--- config.mk ---
export PLATFORM = sky130hd
export DESIGN_NAME = ex_mem_stage_reg
export DESIGN_NICKNAME = d
export VERILOG_FILES = /design/src/rtl/pipe_pkg.sv /design/src/rtl/pipe_payload_reg.sv /design/src/rtl/ex_mem_stage_reg.sv
export SDC_FILE = /design/constraint.sdc
export NUM_CORES = 1
export LEC_CHECK = 0
export CAP_MARGIN = 20
export CORE_MARGIN = 3
export CORE_UTILIZATION = 55
export CTS_BUF_LIST = sky130_fd_sc_hd__clkbuf_4
export CTS_CLUSTER_SIZE = 14
export DETAILED_ROUTE_END_ITERATION = 16
export PLACE_DENSITY = 0.88
export REMOVE_ABC_BUFFERS = 1
export SYNTH_ARGS = -nofsm -noshare
export SYNTH_HDL_FRONTEND = slang
export SYNTH_HIERARCHICAL = 1
export SYNTH_SLANG_ARGS = --single-unit
--- constraint.sdc ---
create_clock -name clk -period 5.4 [get_ports clk]
set_clock_uncertainty 0.15 [all_clocks]
set_input_delay 1.08 -clock clk [delete_from_list [all_inputs] [get_ports clk]]
set_output_delay 1.08 -clock clk [all_outputs]
set_load 0.01 [all_outputs]
--- src/rtl/pipe_pkg.sv ---
// Shared EX->MEM pipeline definitions.
// Default field widths and the packed payload bundle.
package pipe_pkg;

    localparam int DEF_WB_W   = 2;
    localparam int DEF_M_W    = 2;
    localparam int DEF_DATA_W = 32;
    localparam int DEF_REG_W  = 5;

    typedef struct packed {
        logic [DEF_WB_W-1:0]   wb;
        logic [DEF_M_W-1:0]    m;
        logic [DEF_DATA_W-1:0] alu_result;
        logic [DEF_DATA_W-1:0] mem_data;
        logic [DEF_REG_W-1:0]  write_reg;
        logic [DEF_REG_W-1:0]  rd;
    } ex_mem_t;

    localparam int EX_MEM_W = $bits(ex_mem_t);

endpackage

--- src/rtl/pipe_payload_reg.sv ---
// Load-enable payload register.
// Cleared by reset, otherwise holds until loaded.
module pipe_payload_reg #(
    parameter int W = 8
) (
    input  logic         clk,
    input  logic         rst,
    input  logic         load,
    input  logic [W-1:0] d,
    output logic [W-1:0] q
);

    // Capture payload on load, hold otherwise
    always_ff @(posedge clk) begin
        if (rst) begin
            q <= '0;
        end else if (load) begin
            q <= d;
        end
    end

endmodule

--- src/rtl/ex_mem_stage_reg.sv ---
// EX->MEM pipeline register with valid/ready, flush and optional skid.
// Control only here; payload storage lives in pipe_payload_reg.
module ex_mem_stage_reg
    import pipe_pkg::*;
#(
    parameter int WB_W   = DEF_WB_W,
    parameter int M_W    = DEF_M_W,
    parameter int DATA_W = DEF_DATA_W,
    parameter int REG_W  = DEF_REG_W,
    parameter bit SKID   = 1'b1
) (
    input  logic              clk,
    input  logic              rst,
    input  logic              flush,
    input  logic              in_valid,
    output logic              in_ready,
    input  logic [WB_W-1:0]   WB_in,
    input  logic [M_W-1:0]    M_in,
    input  logic [DATA_W-1:0] ALUresult_in,
    input  logic [DATA_W-1:0] write_mem_data_in,
    input  logic [REG_W-1:0]  write_register_in,
    input  logic [REG_W-1:0]  Rd_in,
    output logic              out_valid,
    input  logic              out_ready,
    output logic [WB_W-1:0]   WB_out,
    output logic [M_W-1:0]    M_out,
    output logic [DATA_W-1:0] ALUresult_out,
    output logic [DATA_W-1:0] write_mem_data_out,
    output logic [REG_W-1:0]  write_register_out,
    output logic [REG_W-1:0]  Rd_out,
    output logic [1:0]        occupancy
);

    typedef struct packed {
        logic [WB_W-1:0]   wb;
        logic [M_W-1:0]    m;
        logic [DATA_W-1:0] alu_result;
        logic [DATA_W-1:0] mem_data;
        logic [REG_W-1:0]  write_reg;
        logic [REG_W-1:0]  rd;
    } payload_t;

    localparam int PW = $bits(payload_t);

    payload_t in_p;
    payload_t main_d;
    payload_t main_q;
    payload_t skid_q;

    logic main_valid;
    logic skid_valid;
    logic accept;
    logic drain;
    logic main_load;

    assign in_p = {WB_in, M_in, ALUresult_in, write_mem_data_in,
                   write_register_in, Rd_in};

    assign accept = in_valid & in_ready;
    assign drain  = main_valid & out_ready;

    // A held skid entry always refills main on drain; else input does
    assign main_load = ~flush &
                       (skid_valid ? drain
                                   : (accept & (~main_valid | drain)));
    assign main_d    = skid_valid ? skid_q : in_p;

    // Main entry valid flag
    always_ff @(posedge clk) begin
        if (rst || flush) begin
            main_valid <= 1'b0;
        end else if (main_load) begin
            main_valid <= 1'b1;
        end else if (drain) begin
            main_valid <= 1'b0;
        end
    end

    pipe_payload_reg #(
        .W(PW)
    ) u_main (
        .clk  (clk),
        .rst  (rst),
        .load (main_load),
        .d    (main_d),
        .q    (main_q)
    );

    if (SKID) begin : g_skid
        logic skid_load;
        logic in_ready_q;

        assign skid_load = ~flush & ~skid_valid & accept &
                           main_valid & ~drain;

        // Skid flag with ready registered as its complement
        always_ff @(posedge clk) begin
            if (rst || flush) begin
                skid_valid <= 1'b0;
                in_ready_q <= 1'b1;
            end else if (skid_load) begin
                skid_valid <= 1'b1;
                in_ready_q <= 1'b0;
            end else if (skid_valid && drain) begin
                skid_valid <= 1'b0;
                in_ready_q <= 1'b1;
            end
        end

        pipe_payload_reg #(
            .W(PW)
        ) u_skid (
            .clk  (clk),
            .rst  (rst),
            .load (skid_load),
            .d    (in_p),
            .q    (skid_q)
        );

        assign in_ready = in_ready_q;
    end else begin : g_single
        assign skid_valid = 1'b0;
        assign skid_q     = '0;
        assign in_ready   = ~main_valid | out_ready;
    end

    assign out_valid          = main_valid;
    assign WB_out             = main_valid ? main_q.wb : '0;
    assign M_out              = main_valid ? main_q.m  : '0;
    assign ALUresult_out      = main_q.alu_result;
    assign write_mem_data_out = main_q.mem_data;
    assign write_register_out = main_q.write_reg;
    assign Rd_out             = main_q.rd;
    assign occupancy          = {1'b0, main_valid} + {1'b0, skid_valid};

endmodule

==> results.py, run 1 <==
metrics = {
    "status": {
        "outcome": "finished clean",
    },
    "logic_synthesis": {
        "syn_avg_cell_area_sq_um": 10.93,
        "netlist.area_leader.share": 0.4742,
        "ys_ff_latch": 159,
        "seq_area_frac_synth": 0.4742,
        "netlist_area_sq_um": 6713,
        "synth_adder_area_share": 0.001864,
        "synth_top_family_by_area": "multiplexers",
        "synth_compound_area_frac": 0.009320,
        "yosysWarnings": 6,
        "synth_xor_area_frac": 0,
        "synthCells": 614,
        "synth-simple-area-share": 0.09581,
        "ys_types": 22,
        "synth_area_leader_cell": "dfxtp_1",
        "synth_top_cells_by_area": "dfxtp_1 47%, mux2i_1 23%, mux2_2 13%, nor2_1 8.7%, buf_6 1.5%",
        "synthMuxAreaShare": 0.3635,
    },
    "placement": {
        "dp_hpwl_mm": 9.473,
        "port_buffers": 164,
        "pre_cts_ws_ns": 1.926,
        "gp_congestion": 0.7396,
    },
    "sta": {
        "fmaxAchievable_mhz": 300.9,
        "drv_slew": 0,
        "worstMarginPinSlew_ns": 0.7033,
        "finalHoldWorstSlack_ns": 0.3522,
        "hold_viol": 0,
        "slew_headroom": 0.5311,
        "setup_violations": 0,
        "grt_setup_unrepaired": "false",
        "setup_tns_ns": 0,
        "fin_ws_ns": 2.076,
        "finalCriticalPeriod_ns": 3.324,
        "fin_crit_sh": 0.6155,
    },
    "floorplanning": {
        "core_area_sq_um": 11660,
        "die_h_um": 116.5,
        "fp.dieW_um": 116.5,
        "start_util": 0.5756,
        "ios": 165,
        "die_area_sq_um": 13570,
        "rows": 39,
    },
    "pwr": {
        "vdd_ir_drop_max_uv": 236.8,
        "p_per_area_nw_per_um2": 269.0,
        "p_leak_nw": 3.078,
    },
    "critical_path": {
        "cp.required_ns": 4.17,
        "reg2reg_depth": 5,
        "crit_path_top_delay_cell": "dfxtp_4",
        "critical_path_peak_fanout": 42,
        "cp-end-kind": "output port",
        "cp-start-kind": "flop",
        "critPathTopFamily": "flip-flops",
        "crit_path_cell_trace": "ha_1 > clkdlybuf4s50_1",
        "cp.arrival_ns": 2.09,
        "reg2reg_slack_ns": 2.91,
        "r2r_start": "skid_valid",
        "crit_buf_inv": 1,
        "worstSetupPathType": "flop to output port",
        "r2r-end": "u_main/q[75]",
        "cp_slowest_stage_delay_ns": 0.73,
    },
    "drt": {
        "vias_per_cell": 5.269,
        "wirelength_mm": 14.35,
        "first_pass_iters": 5,
        "drtAntennaViolNets": 0,
        "vias": 4811,
        "drc_errors": 0,
        "wl_per_cell_um": 15.72,
        "initialDrtViolationCount": 206,
    },
    "min_path": {
        "hold_path.class": "flop to flop",
        "hold_path_end": "u_main/q[76]",
        "hold_depth": 2,
        "worstHoldStart": "u_main/q[76]",
    },
    "cells_and_area": {
        "diodes": 0,
        "nets": 841,
        "fillCellCount": 831,
        "area_growth_pct": 27.92,
        "drive_gt1_frac": 0.1494,
    },
    "clocking": {
        "postCtsSetupRepairBufs": 0,
        "cts-buffers-inserted": 17,
        "clock-sinks": 159,
        "cts_max_level": 4,
        "tritoncts": "yes",
        "cts-root-buf": "clkbuf_4",
        "hold_buffers": 0,
        "post_cts_resized": 0,
        "clk_pin_slew_ns": 0.11,
        "clock_path_buffers": 2,
        "insertion_delay_ns": 0.53,
    },
    "global_route": {
        "grt_util_all_layers": 0.2144,
        "grt.overflow.total": 0,
        "grt_max_degree": 86,
        "grt_pass1_wl_mm": 22.99,
        "grt_pass1_vias": 4947,
        "antenna_found_initial": 0,
    },
    "run": {
        "drv_cap": 0,
    },
}
[worst max-delay path by stage]
stage	start	to	depth (start not counted)
global route	skid_valid	occupancy[0]	2
finish	skid_valid	occupancy[0]	2
global placement	in_valid	u_main/q[7]	7
floorplan	skid_valid	g_skid.u_skid/q[0]	3
detailed placement	in_valid	u_main/q[7]	7
CTS	skid_valid	occupancy[0]	2
[cells in the final DEF (no fill, tap or decap)]
cell and instances:
clkinvlp_4 1, clkinv_2 2, buf_4 5, clkdlybuf4s50_1 163, inv_1 2, a311oi_1 1, mux2i_1 156, clkinv_1 6
nor2_1 156, dfxtp_4 1, o21ai_0 2, and2_1 4, clkbuf_4 17, clkinv_4 1, a2111oi_2 1, nand2_1 2
a211oi_1 1, bufinv_16 5, a31oi_1 1, dfxtp_1 158, a221oi_4 1, nor4_4 1, buf_12 2, ha_1 1
nand2b_1 1, mux2_2 78, or2_1 1
[per-stage QoR]
stage | std cells | cell area (sq um) | total power (W) | util
after global placement | 880 | 8240 | 0.001535 | 0.7066
final | 913 | 8587 | 0.002310 | 0.7363
after CTS | 912 | 8567 | 0.002335 | 0.7346
after floorplan | 568 | 6349 | 0.001392 | -
after detailed placement | 880 | 8240 | 0.001544 | 0.7066
after global routing | 913 | 8587 | 0.002409 | 0.7363
[report_power, final]
group | internal, W | switching (W)
Sequential | 0.00121 | 0.0000215
Clock | 0.000404 | 0.000388
Combinational | 0.000171 | 0.000119
[routing by layer]
metal | wire, um | global-route usage | vias up
li1 | - | - | 2379
met1 | 6086 | 0.2432 | 2293
met2 | 7068 | 0.3745 | 121
met3 | 946 | 0.07098 | 18
met4 | 248 | 0.08043 | 0
met5 | 0 | 0 | -
[cell families (layout without fill, tap and decap cells)]
group | Yosys count | in the layout
muxes | 234 | 234
adders and majority gates | 1 | 1
buffers and inverters | 48 | 204
AOI/OAI and AO/OA | 7 | 7
and+or+nand+nor | 165 | 165
DFF | 159 | 159
[tightest hold or removal path, cell delays in order, from the launching register on]
cell	delay [ns]
dfxtp_1	0.34
mux2i_1	0.06
nor2_1	0.07
[registers in the layout (all words and copies together), names as in the netlist]
register,count
skid_valid,1
in_ready,1
out_valid,1
u_main/q,78
g_skid.u_skid/q,78
[cell type report]
class	count	area [sq um]	share of cell area
repair buffers	170	1709	0.1990
inverters	2	7.507	0.0008743
multi-input cells	407	3178	0.3701
well taps	143	178.9	0.02084
flip-flops and latches	159	3187	0.3711
clock inverters	15	198.9	0.02317
clock buffers	17	127.6	0.01486
[cells in the mapped netlist (all sizes together)]
library cell	n
a2111oi	1
o21ai	2
buf	36
a221oi	1
and2	4
clkbuf	10
or2	1
a311oi	1
a211oi	1
inv	2
dfxtp	159
nor4	1
nand2b	1
ha	1
nand2	2
a31oi	1
nor2	156
mux2	78
mux2i	156
(Power assumes the default switching activity.)
==> run 2, diff against run 1 <==
CORE_UTILIZATION = 51   (was 55)
PLACE_DENSITY = 0.82   (was 0.88)
clock period = 3.3 ns   (was 5.4 ns; I/O delays follow)
==> results.py, run 2 (same netlist as run 1, synthesis figures left out) <==
metrics = {
    "status": {
        "outcome": "finished clean",
    },
    "cells_and_area": {
        "drive_gt1_frac": 0.1482,
        "nets": 841,
        "layout_common_cells": "163 x clkdlybuf4s50_1, 158 x dfxtp_1, 156 x mux2i_1, 156 x nor2_1, 78 x mux2_2",
        "area_growth_pct": 27.51,
        "final_core_util": 0.6728,
        "reg_top3": "g_skid.u_skid/q: 78 flops, u_main/q: 78 flops",
        "layout_commonest_cell": "clkdlybuf4s50_1",
        "diodes": 0,
        "stdcell_area_sq_um": 8559,
        "fillCellCount": 1034,
    },
    "placement": {
        "pre_cts_ws_ns": 0.3968,
        "dp_hpwl_mm": 9.839,
        "placed_area_sq_um": 8334,
        "gp_congestion": 0.7423,
        "port_buffers": 164,
    },
    "min_path": {
        "hold_depth": 2,
        "worstHoldStart": "g_skid.u_skid/q[66]",
        "hold_path_end": "g_skid.u_skid/q[66]",
        "hold_path.class": "flop to flop",
    },
    "clocking": {
        "cts_max_level": 4,
        "cts-root-buf": "clkbuf_4",
        "cts-buffers-inserted": 17,
        "clock-sinks": 159,
        "hold_buffers": 0,
        "tritoncts": "yes",
        "clock_path_buffers": 2,
        "clk_pin_slew_ns": 0.12,
        "insertion_delay_ns": 0.54,
        "post_cts_resized": 0,
        "postCtsSetupRepairBufs": 0,
    },
    "critical_path": {
        "cp.arrival_ns": 2.05,
        "cp.required_ns": 2.49,
        "reg2reg_depth": 5,
        "cp_slowest_stage_delay_ns": 0.71,
        "crit_path_top_delay_cell": "dfxtp_4",
        "r2r_start": "skid_valid",
        "cp-end-kind": "output port",
        "crit_path_cell_trace": "ha_1 > clkdlybuf4s50_1",
        "r2r-end": "u_main/q[15]",
        "crit_buf_inv": 1,
        "reg2reg_slack_ns": 0.97,
        "critPathTopFamily": "flip-flops",
        "cp-start-kind": "flop",
        "worstSetupPathType": "flop to output port",
        "critical_path_peak_fanout": 39,
    },
    "drt": {
        "drc_errors": 0,
        "vias": 4761,
        "drtAntennaViolNets": 0,
        "wl_per_cell_um": 15.58,
        "initialDrtViolationCount": 230,
        "first_pass_iters": 4,
        "wirelength_mm": 14.66,
        "vias_per_cell": 5.060,
    },
    "run": {
        "drv_cap": 0,
    },
    "sta": {
        "finalCriticalPeriod_ns": 2.861,
        "fin_crit_sh": 0.8670,
        "worstMarginPinSlew_ns": 0.8728,
        "fmaxAchievable_mhz": 349.5,
        "grt_setup_unrepaired": "false",
        "setup_violations": 0,
        "setup_tns_ns": 0,
        "slew_headroom": 0.4181,
        "hold_viol": 0,
        "drv_slew": 0,
        "fin_ws_ns": 0.4391,
    },
    "pwr": {
        "p_leak_nw": 3.048,
        "p_per_area_nw_per_um2": 407.8,
        "total_power_w": 0.003490,
        "vdd_ir_drop_max_uv": 302.7,
    },
    "global_route": {
        "grt_util_all_layers": 0.2022,
        "grt.overflow.total": 0,
        "grt_pass1_wl_mm": 23.58,
        "antenna_found_initial": 0,
        "grt_max_degree": 88,
        "grt_pass1_vias": 4862,
    },
    "floorplanning": {
        "core_area_sq_um": 12720,
        "rows": 41,
        "die_h_um": 120.7,
        "start_util": 0.5276,
        "ios": 165,
        "die_area_sq_um": 14570,
        "fp.dieW_um": 120.7,
    },
}
[run 2: cell types whose count changed in the layout (fill, tap and decap cells not counted), sizes merged]
cell    delta
clkbuf     +3
bufinv     -4
[run 2: stage by stage]
step / hold slack [ns] / cells
finish: 0.3529 / 941
global placement: 0.3155 / 910
global route: 0.3765 / 941
floorplan: 0.3022 / 568
detailed placement: 0.3278 / 910
CTS: 0.3581 / 941
[run 2: worst max path at each step]
stage | start | end | slack (ns) | cells past startpoint
finish | skid_valid | occupancy[0] | 0.44 | 2
global route | skid_valid | occupancy[0] | 0.31 | 2
CTS | skid_valid | occupancy[0] | 0.35 | 2
detailed placement | in_valid | u_main/q[15] | 0.40 | 7
global placement | in_valid | u_main/q[57] | 0.49 | 7
floorplan | skid_valid | g_skid.u_skid/q[0] | -5.12 | 3
[run 2: worst reg2reg max path, cell delays in order (launching register included)]
cell      delay [ns]
dfxtp_4         0.71
nand2_1         0.19
a221oi_4        0.40
buf_12          0.35
mux2i_1         0.33
nor2_1          0.06
[run 2: cell type report]
type	count	area, sq um	share of cell area
Clock inverter	11	75.07	0.008771
Clock buffer	20	150.1	0.01754
Multi-Input combinational cell	407	3178	0.3713
Timing Repair Buffer	170	1747	0.2041
Sequential cell	159	3187	0.3723
Inverter	2	7.507	0.0008771
Tap cell	172	215.2	0.02514
[run 2: routing by layer]
layer,global-route usage,up-vias,part of all wire
met4,0.06657,0,0.012
met5,0,-,0
met3,0.05893,19,0.066
li1,-,2369,-
met1,0.2410,2250,0.43
met2,0.3496,123,0.49
[run 2: power breakdown]
group / leakage (nW) / total, W / internal [W] / switching, W
clock: 0.127 / 0.00100 / 0.000376 / 0.000625
sequential: 1.29 / 0.00201 / 0.00198 / 0.0000355
combinational: 1.63 / 0.000478 / 0.000284 / 0.000195
total: 3.05 / 0.00349 / 0.00263 / 0.000856
==> run 3, diff against run 2 <==
CORE_MARGIN = default   (was 3)
SETUP_SLACK_MARGIN = 0.1   (was default)
==> results.py, run 3 (same netlist as run 1, synthesis figures left out) <==
metrics = {
    "cells_and_area": {
        "stdcell_count": 943,
        "diodes": 0,
        "layout_commonest_cell": "clkdlybuf4s50_1",
        "drive_gt1_frac": 0.1556,
        "layout_common_cells": "163 x clkdlybuf4s50_1, 158 x dfxtp_1, 156 x mux2i_1, 156 x nor2_1, 78 x mux2_2",
        "fillCellCount": 1000,
        "area_growth_pct": 28.29,
        "ff_latch_area_sq_um": 3187,
        "stdcell_area_sq_um": 8612,
        "reg_top3": "g_skid.u_skid/q: 78 flops, u_main/q: 78 flops",
        "multi_input_area_sq_um": 3178,
        "nets": 843,
    },
    "placement": {
        "dp.cells": 912,
        "port_buffers": 164,
        "placed_area_sq_um": 8349,
        "dp_hpwl_mm": 9.411,
        "gp_congestion": 0.7307,
    },
    "drt": {
        "vias_per_cell": 5.073,
        "wl_per_cell_um": 15.03,
        "vias": 4784,
        "initialDrtViolationCount": 288,
        "drtAntennaViolNets": 0,
        "drc_errors": 0,
        "wirelength_mm": 14.17,
        "first_pass_iters": 4,
    },
    "floorplanning": {
        "ios": 165,
        "start_util": 0.5276,
        "die_area_sq_um": 13620,
        "fp.dieW_um": 116.7,
        "rows": 41,
        "die_h_um": 116.7,
        "core_area_sq_um": 12720,
    },
    "critical_path": {
        "cp.required_ns": 2.49,
        "reg2reg_slack_ns": 0.99,
        "worstSetupPathType": "flop to output port",
        "cp.arrival_ns": 2.12,
        "cp-start-kind": "flop",
        "cp-end-kind": "output port",
        "critical_path_peak_fanout": 42,
    },
    "sta": {
        "drv_slew": 0,
        "fin_crit_sh": 0.8887,
        "fmaxAchievable_mhz": 341.0,
        "hold_viol": 0,
        "slew_headroom": 0.5711,
        "worstMarginPinSlew_ns": 0.6433,
        "grt_setup_unrepaired": "false",
        "finalCriticalPeriod_ns": 2.933,
        "setup_violations": 0,
    },
    "run": {
        "drv_cap": 0,
    },
    "global_route": {
        "grt.overflow.total": 0,
        "grt_util_all_layers": 0.2088,
        "grt_pass1_wl_mm": 21.78,
        "grt_pass1_vias": 4649,
        "grt_max_degree": 60,
        "antenna_found_initial": 0,
    },
    "clocking": {
        "insertion_delay_ns": 0.53,
        "clk_pin_slew_ns": 0.12,
        "cts_max_level": 4,
        "cts-root-buf": "clkbuf_4",
        "hold_buffers": 0,
        "clock_path_buffers": 2,
        "postCtsSetupRepairBufs": 0,
        "clock-sinks": 159,
        "cts-buffers-inserted": 17,
        "tritoncts": "yes",
        "post_cts_resized": 0,
    },
    "pwr": {
        "vdd_ir_drop_max_uv": 230.7,
        "p_leak_nw": 3.070,
        "total_power_w": 0.003591,
        "p_per_area_nw_per_um2": 416.9,
    },
    "status": {
        "outcome": "finished clean",
    },
    "min_path": {
        "hold_path.class": "flop to flop",
    },
}
-- run 3: changes by cell type in the layout (fill, tap and decap cells not counted), sizes merged --
cell / delta
buf: +2
bufinv: +1
clkbuf: -1
clkinv: -3
clkinvlp: +2
inv: +1
-- run 3: routing by layer --
metal	vias up	share of wire	track usage
li1	2391	-	-
met4	0	0.016	0.08692
met2	131	0.48	0.3487
met5	-	0	0
met3	22	0.069	0.06746
met1	2240	0.43	0.2474
-- run 3: worst paths after layout --
kind / start / endpoint / depth (start not counted)
setup / recovery: skid_valid / occupancy[0] / 2
hold / removal: g_skid.u_skid/q[21] / g_skid.u_skid/q[21] / 2
hold reg to reg: g_skid.u_skid/q[21] / g_skid.u_skid/q[21] / 2
setup reg to reg: skid_valid / u_main/q[47] / 5
-- run 3: layout make-up --
| type | count | share of cell area |
|---|---|---|
| Clock buffer | 19 | 0.01656 |
| Tap cell | 172 | 0.02499 |
| Multi-Input combinational cell | 407 | 0.3690 |
| Sequential cell | 159 | 0.3700 |
| Clock inverter | 12 | 0.01395 |
| Timing Repair Buffer | 172 | 0.2046 |
| Inverter | 2 | 0.0008717 |
-- run 3: metrics by stage --
stage / setup TNS [ns] / setup WS [ns] / hold WS (ns) / utilization
after CTS: 0 / 0.2795 / 0.3566 / 0.6769
after global routing: 0 / 0.2339 / 0.3754 / 0.6769
after global placement: 0 / 0.5001 / 0.3151 / 0.6563
final: 0 / 0.3672 / 0.3516 / 0.6769
after detailed placement: 0 / 0.4571 / 0.3270 / 0.6563
after floorplan: -741.52 / -5.118 / 0.3022 / -
-- run 3: critical path, cell delays in order, from the launching register on --
cell and delay, ns:
dfxtp_4 0.74, ha_1 0.35, clkdlybuf4s50_1 0.49
-- run 3: where the power goes --
group / switching, W / internal [W]
clock: 0.000646 / 0.000453
combinational: 0.000195 / 0.000285
sequential: 0.0000356 / 0.00198
total: 0.000877 / 0.00271
==> variant 1: new RTL, config.mk and constraints of run 1 <==
Make the reset (`rst`) asynchronous in one clocked block.
--- a/src/rtl/pipe_payload_reg.sv
+++ b/src/rtl/pipe_payload_reg.sv
@@ -11,7 +11,7 @@
 );
 
     // Capture payload on load, hold otherwise
-    always_ff @(posedge clk) begin
+    always_ff @(posedge clk or posedge rst) begin
         if (rst) begin
             q <= '0;
         end else if (load) begin
Function: differs if rst is asserted again (counterexample within 4 cycles, from zero or initial values and one cycle with rst high); with rst held inactive, the same outputs for 4 cycles.
==> variant 1 against run 1 <==
- via count fell by 11%
- hold slack better by 0.014 ns
- routed wire length up 6.9%
- design area up 7.3%
- first-iteration DRC count increased by 12%
- worst setup slack worse by 0.061 ns
- area after synthesis is 6.2% higher
- global-route usage up 0.75 points
- sequential cell count unchanged
Power is not compared: it rests on default switching activity, and its combinational part moved more than twofold at a synthesized area within 25%.
==> variant 1: results (changes against run 1) <==
| Metric | Value |
|---|---|
| Outcome | `completed` |
| GRT Overall Usage | `22.2% (+0.75 points)` |
| Placed inst area | `0.00882 sq mm (+7.0%)` |
| Post-Route WL | `15300 um (+6.9%)` |
| Vias in the first global route | `4778 (-3.4%)` |
| Reg2reg end | `u_main/q[9]$_DFFE_PP0P_` |
| Most frequent cells after synthesis | `mux2_2 (194), dfrtp_1 (156), mux2_4 (40)` |
| Hpwl dp | `10200 um (+7.5%)` |
| Via count | `4286 (-11%)` |
| Post-CTS Setup Bufs | `0 (unchanged)` |
| Adder-cell area share of the yosys netlist | `0.175% (-0.011 points)` |
| XOR/XNOR Fraction of Synth Area | `0% (unchanged)` |
| Library cells used by synthesis | `19 (-14%)` |
| Hold Path Class | `reg -> reg` |
| CP max stage delay | `0.76 ns (+0.03 ns)` |
| GPL Wtd Cong | `0.794 (+7.4%)` |
| Post-synth top flop | `dfrtp_1` |
| Global-route wire length before repair | `24900 um (+8.3%)` |
| Layout cell share with drive strength beyond 1 | `45.2% (+30 points)` |
| Origin of the worst min-delay path | `g_skid.u_skid/q[64]$_DFFE_PP0P_` |
| GR Layer Usage met2 | `38.1% (+0.68 points)` |
| Number of DRC markers in iteration 0 | `231 (+12%)` |
| # nets final | `688 (-18%)` |
| DRT Pass-1 Iters | `4 (-1)` |
| Async SR Flop Fraction | `98.1% (+98 points)` |
| Worst Hold End | `g_skid.u_skid/q[64]$_DFFE_PP0P_` |
| FF-to-FF path depth | `4 (-1)` |
| Synth Area in Compound Gates | `0.877% (-0.055 points)` |
| Total CTS buffers | `17 (unchanged)` |
| Crit-path slowest cell | `dfxtp_4` |
| CP Max Fanout | `43 (+2.4%)` |
| Clock transition at path regs | `0.13 ns (+0.02 ns)` |
| Synth top area cells | `dfrtp_1 (55%), mux2_2 (31%), mux2_4 (8.4%)` |
| Hold_ws | `0.366 ns (+0.0140 ns)` |
| GR Util met3 | `7.21% (+0.11 points)` |
| Worst Hold Depth | `1 (-1)` |
| Setup slack, reg-to-reg | `2.79 ns (-0.12 ns)` |
| Multiplexer share of the synthesized area | `39.1% (+2.7 points)` |
| CTS Buffer Depth | `2 (unchanged)` |
| Largest net degree at the start of global routing | `80 (-7.0%)` |
| Seq/Total Area, Yosys | `55.6% (+8.2 points)` |
| Worst-Margin Slew | `0.974 ns (+0.271 ns)` |
| Critical Path AT | `2.15 ns (+0.06 ns)` |
| Leakage | `about 4 nW` |
| Met1 Resource Use GR | `27.1% (+2.8 points)` |
| Peak VDD IR | `roughly 0.21 mV` |
| Row count | `40 (+2.6%)` |
variant 1: changes by cell type after synthesis, sizes merged:
cell    change
buf         -8
clkbuf     -10
dfrtp     +156
dfxtp     -156
inv         +2
mux2      +156
mux2i     -156
nor2      -156
variant 1: metrics by stage:
step	power, mW	setup TNS, ns	setup WS, ns	instances
floorplan	1.89	-267.95	-1.99	414
global placement	2.21	0	1.83	752
detailed placement	2.25	0	1.78	752
CTS	3.13	0	1.94	784
global route	3.25	0	1.87	785
finish	3.10	0	2.02	785
variant 1: metal layers:
metal	up-vias	share of wire [%]
met1	2217	42
met4	0	0.97
li1	1912	-
met2	140	51
met5	-	0
met3	17	6.0
variant 1: worst max-delay path, delay by kind of cell, from the launching register on:
family	cells	cell delay, ns
flops	1	0.76
buf+inv	1	0.50
fa+ha+maj	1	0.35
variant 1: worst max-delay path by stage:
stage / startpoint / to / slack [ns] / cells after the start
floorplan: skid_valid$_SDFFE_PP0P_ / g_skid.u_skid/q[0]$_DFFE_PP0P_ / -1.99 / 2
global route: skid_valid$_SDFFE_PP0P_ / occupancy[0] / 1.87 / 2
detailed placement: flush / g_skid.u_skid/q[25]$_DFFE_PP0P_ / 1.78 / 4
global placement: flush / g_skid.u_skid/q[68]$_DFFE_PP0P_ / 1.83 / 4
finish: skid_valid$_SDFFE_PP0P_ / occupancy[0] / 2.02 / 2
CTS: skid_valid$_SDFFE_PP0P_ / occupancy[0] / 1.94 / 2
variant 1: final cells by class:
class | instances | area (sq um)
clock inverter | 15 | 243
clock buffer | 17 | 128
fill | 807 | 3140
timing repair buffer | 171 | 1710
multi-input combinational | 251 | 2940
tap | 168 | 210
inverter | 4 | 17.5
sequential | 159 | 3970
==> variant 2: new RTL, settings of run 1 <==
Made on the original files. The package constant `DEF_M_W` goes from 2 to 4.
--- a/src/rtl/pipe_pkg.sv
+++ b/src/rtl/pipe_pkg.sv
@@ -3,7 +3,7 @@
 package pipe_pkg;
 
     localparam int DEF_WB_W   = 2;
-    localparam int DEF_M_W    = 2;
+    localparam int DEF_M_W    = 4;
     localparam int DEF_DATA_W = 32;
     localparam int DEF_REG_W  = 5;
 
Interface: changed (resized M_in and M_out); port bits go from 165 to 169. The function was not compared with the original's and may differ.
==> variant 2 against run 1 <==
- total power down 0.92%
- sequential share of layout area down 0.061 points
- routed wire length up 3.3%
- area after synthesis up 3.4%
- sequential cell count up 4
- global-route usage down 0.26 points
- synthesized cell count up 2.8%
- first-iteration DRC count up 53%
- critical path depth unchanged
- design area up 2.7%
- worst setup slack worse by 0.083 ns
- final cell count up 4.9%
- largest cell class unchanged
- largest power group unchanged
==> variant 2: results (changes against run 1) <==
| Metric | Value |
|---|---|
| Outcome | `completed` |
| IO Port Bufs | `168 (+2.4%)` |
| DRT Pass-1 Iters | `5 (unchanged)` |
| Routed length per instance | `15.5 um (-1.6%)` |
| Post-CTS Setup Bufs | `0 (unchanged)` |
| # nets final | `863 (+2.6%)` |
| Most frequent cells after synthesis | `dfxtp_1 (163), mux2i_1 (160), nor2_1 (160)` |
| CP Max Fanout | `45 (+7.1%)` |
| Largest regs | `g_skid.u_skid/q (80), u_main/q (80)` |
| Origin of the worst min-delay path | `g_skid.u_skid/q[50]$_SDFFE_PP0P_` |
| Seq/Total Area, Yosys | `47.0% (-0.40 points)` |
| Leakage | `3.15 nW (+2.2%)` |
| Dpl ws | `2.06 ns (+0.135 ns)` |
| Reg2reg end | `u_main/q[23]$_SDFFE_PP0P_` |
| Initial antenna violation count | `0 (unchanged)` |
| Worst-Margin Slew | `0.653 ns (-0.0506 ns)` |
| Global-route wire length before repair | `24400 um (+6.2%)` |
| Reg2reg start | `skid_valid$_SDFFE_PP0P_` |
| Worst Hold Depth | `2 (unchanged)` |
| Peak VDD IR | `0.179 mV (-24%)` |
| Clock transition at path regs | `between 0.1 and 0.15 ns` |
| Critical Path AT | `2.18 ns (+0.09 ns)` |
| Setup slack, reg-to-reg | `2.99 ns (+0.08 ns)` |
| Library cells used by synthesis | `22 (unchanged)` |
| Total CTS buffers | `17 (unchanged)` |
| Synth top area cells | `dfxtp_1 (47%), mux2i_1 (23%), mux2_2 (13%)` |
| Number of DRC markers in iteration 0 | `315 (+53%)` |
| CP max stage delay | `0.77 ns (+0.04 ns)` |
| GPL Wtd Cong | `0.789 (+6.6%)` |
| Async SR Flop Fraction | `0% (unchanged)` |
| Hpwl dp | `9620 um (+1.5%)` |
| Ys Warns | `6 (unchanged)` |
| Vias in the first global route | `5014 (+1.4%)` |
| Crit-path slowest cell | `dfxtp_4` |
| CTS Buffer Depth | `2 (unchanged)` |
| Worst Hold End | `g_skid.u_skid/q[50]$_SDFFE_PP0P_` |
| Post-DR vias/cell | `5.19 (-1.5%)` |
| Hold_ws | `0.353 ns (+0.000374 ns)` |
| Layout cell share with drive strength beyond 1 | `15.1% (+0.13 points)` |
| GRT Overall Usage | `21.2% (-0.26 points)` |
| Largest net degree at the start of global routing | `122 (+42%)` |
-- variant 2: worst max-delay path by stage --
| stage | startpoint | endpoint | slack [ns] | depth (start not counted) |
|---|---|---|---|---|
| 2_1_floorplan | skid_valid$_SDFFE_PP0P_ | g_skid.u_skid/q[0]$_SDFFE_PP0P_ | -3.21 | 3 |
| 3_3_place_gp | skid_valid$_SDFFE_PP0P_ | occupancy[0] | 2.11 | 2 |
| 3_5_place_dp | in_valid | u_main/q[21]$_SDFFE_PP0P_ | 2.06 | 7 |
| 4_1_cts | skid_valid$_SDFFE_PP0P_ | occupancy[0] | 1.48 | 2 |
| 5_1_grt | skid_valid$_SDFFE_PP0P_ | occupancy[0] | 1.85 | 2 |
| 6_report | skid_valid$_SDFFE_PP0P_ | occupancy[0] | 1.99 | 2 |
-- variant 2: metal layers --
metal	share of wire, %	vias to the layer above	routed length, um	global-route usage, %
li1	-	2448	-	-
met1	43	2391	6420	25.2
met2	49	123	7320	36.0
met3	6.5	12	964	7.70
met4	0.80	0	119	5.79
met5	0	-	0	0
-- variant 2: kinds of logic (layout without fill, tap and decap cells) --
| family | after synthesis | in the layout | synth area share [%] |
|---|---|---|---|
| AOI/OAI and AO/OA | 7 | 7 | 0.811 |
| buffers and inverters | 49 | 208 | 6.27 |
| and+or+nand+nor | 171 | 171 | 9.66 |
| muxes | 240 | 240 | 36.1 |
| DFF | 163 | 163 | 47.0 |
| adders and majority gates | 1 | 1 | 0.180 |
-- variant 2: report_power, final --
group	leakage (nW)	internal, mW	switching (mW)	total [mW]
registers	1.32	1.24	0.0235	1.26
clock network	0.151	0.329	0.400	0.729
logic	1.67	0.177	0.122	0.298
-- variant 2: through the flow --
step	instance area (sq um)	util, %	cells	TNS, ns
6_report	8820	72.5	958	0
5_1_grt	8820	72.5	958	0
4_1_cts	8770	72.1	956	0
3_5_place_dp	8480	69.7	924	0
3_3_place_gp	8480	69.7	924	0
2_1_floorplan	6510	-	584	-450.53
-- variant 2: layout make-up --
class                   count  area [sq um]
inverters                   2          7.51
fillers                   888          3340
clock inverters            12           139
flip-flops and latches    163          3270
clock buffers              20           150
repair buffers            174          1780
multi-input cells         419          3260
well taps                 168           210
-- variant 2: critical path, delay by kind of cell, from the launching register on --
family	cells	cell delay (ns)
buffers and inverters	1	0.50
adder cells (fa/ha/maj)	1	0.35
flip-flops	1	0.77
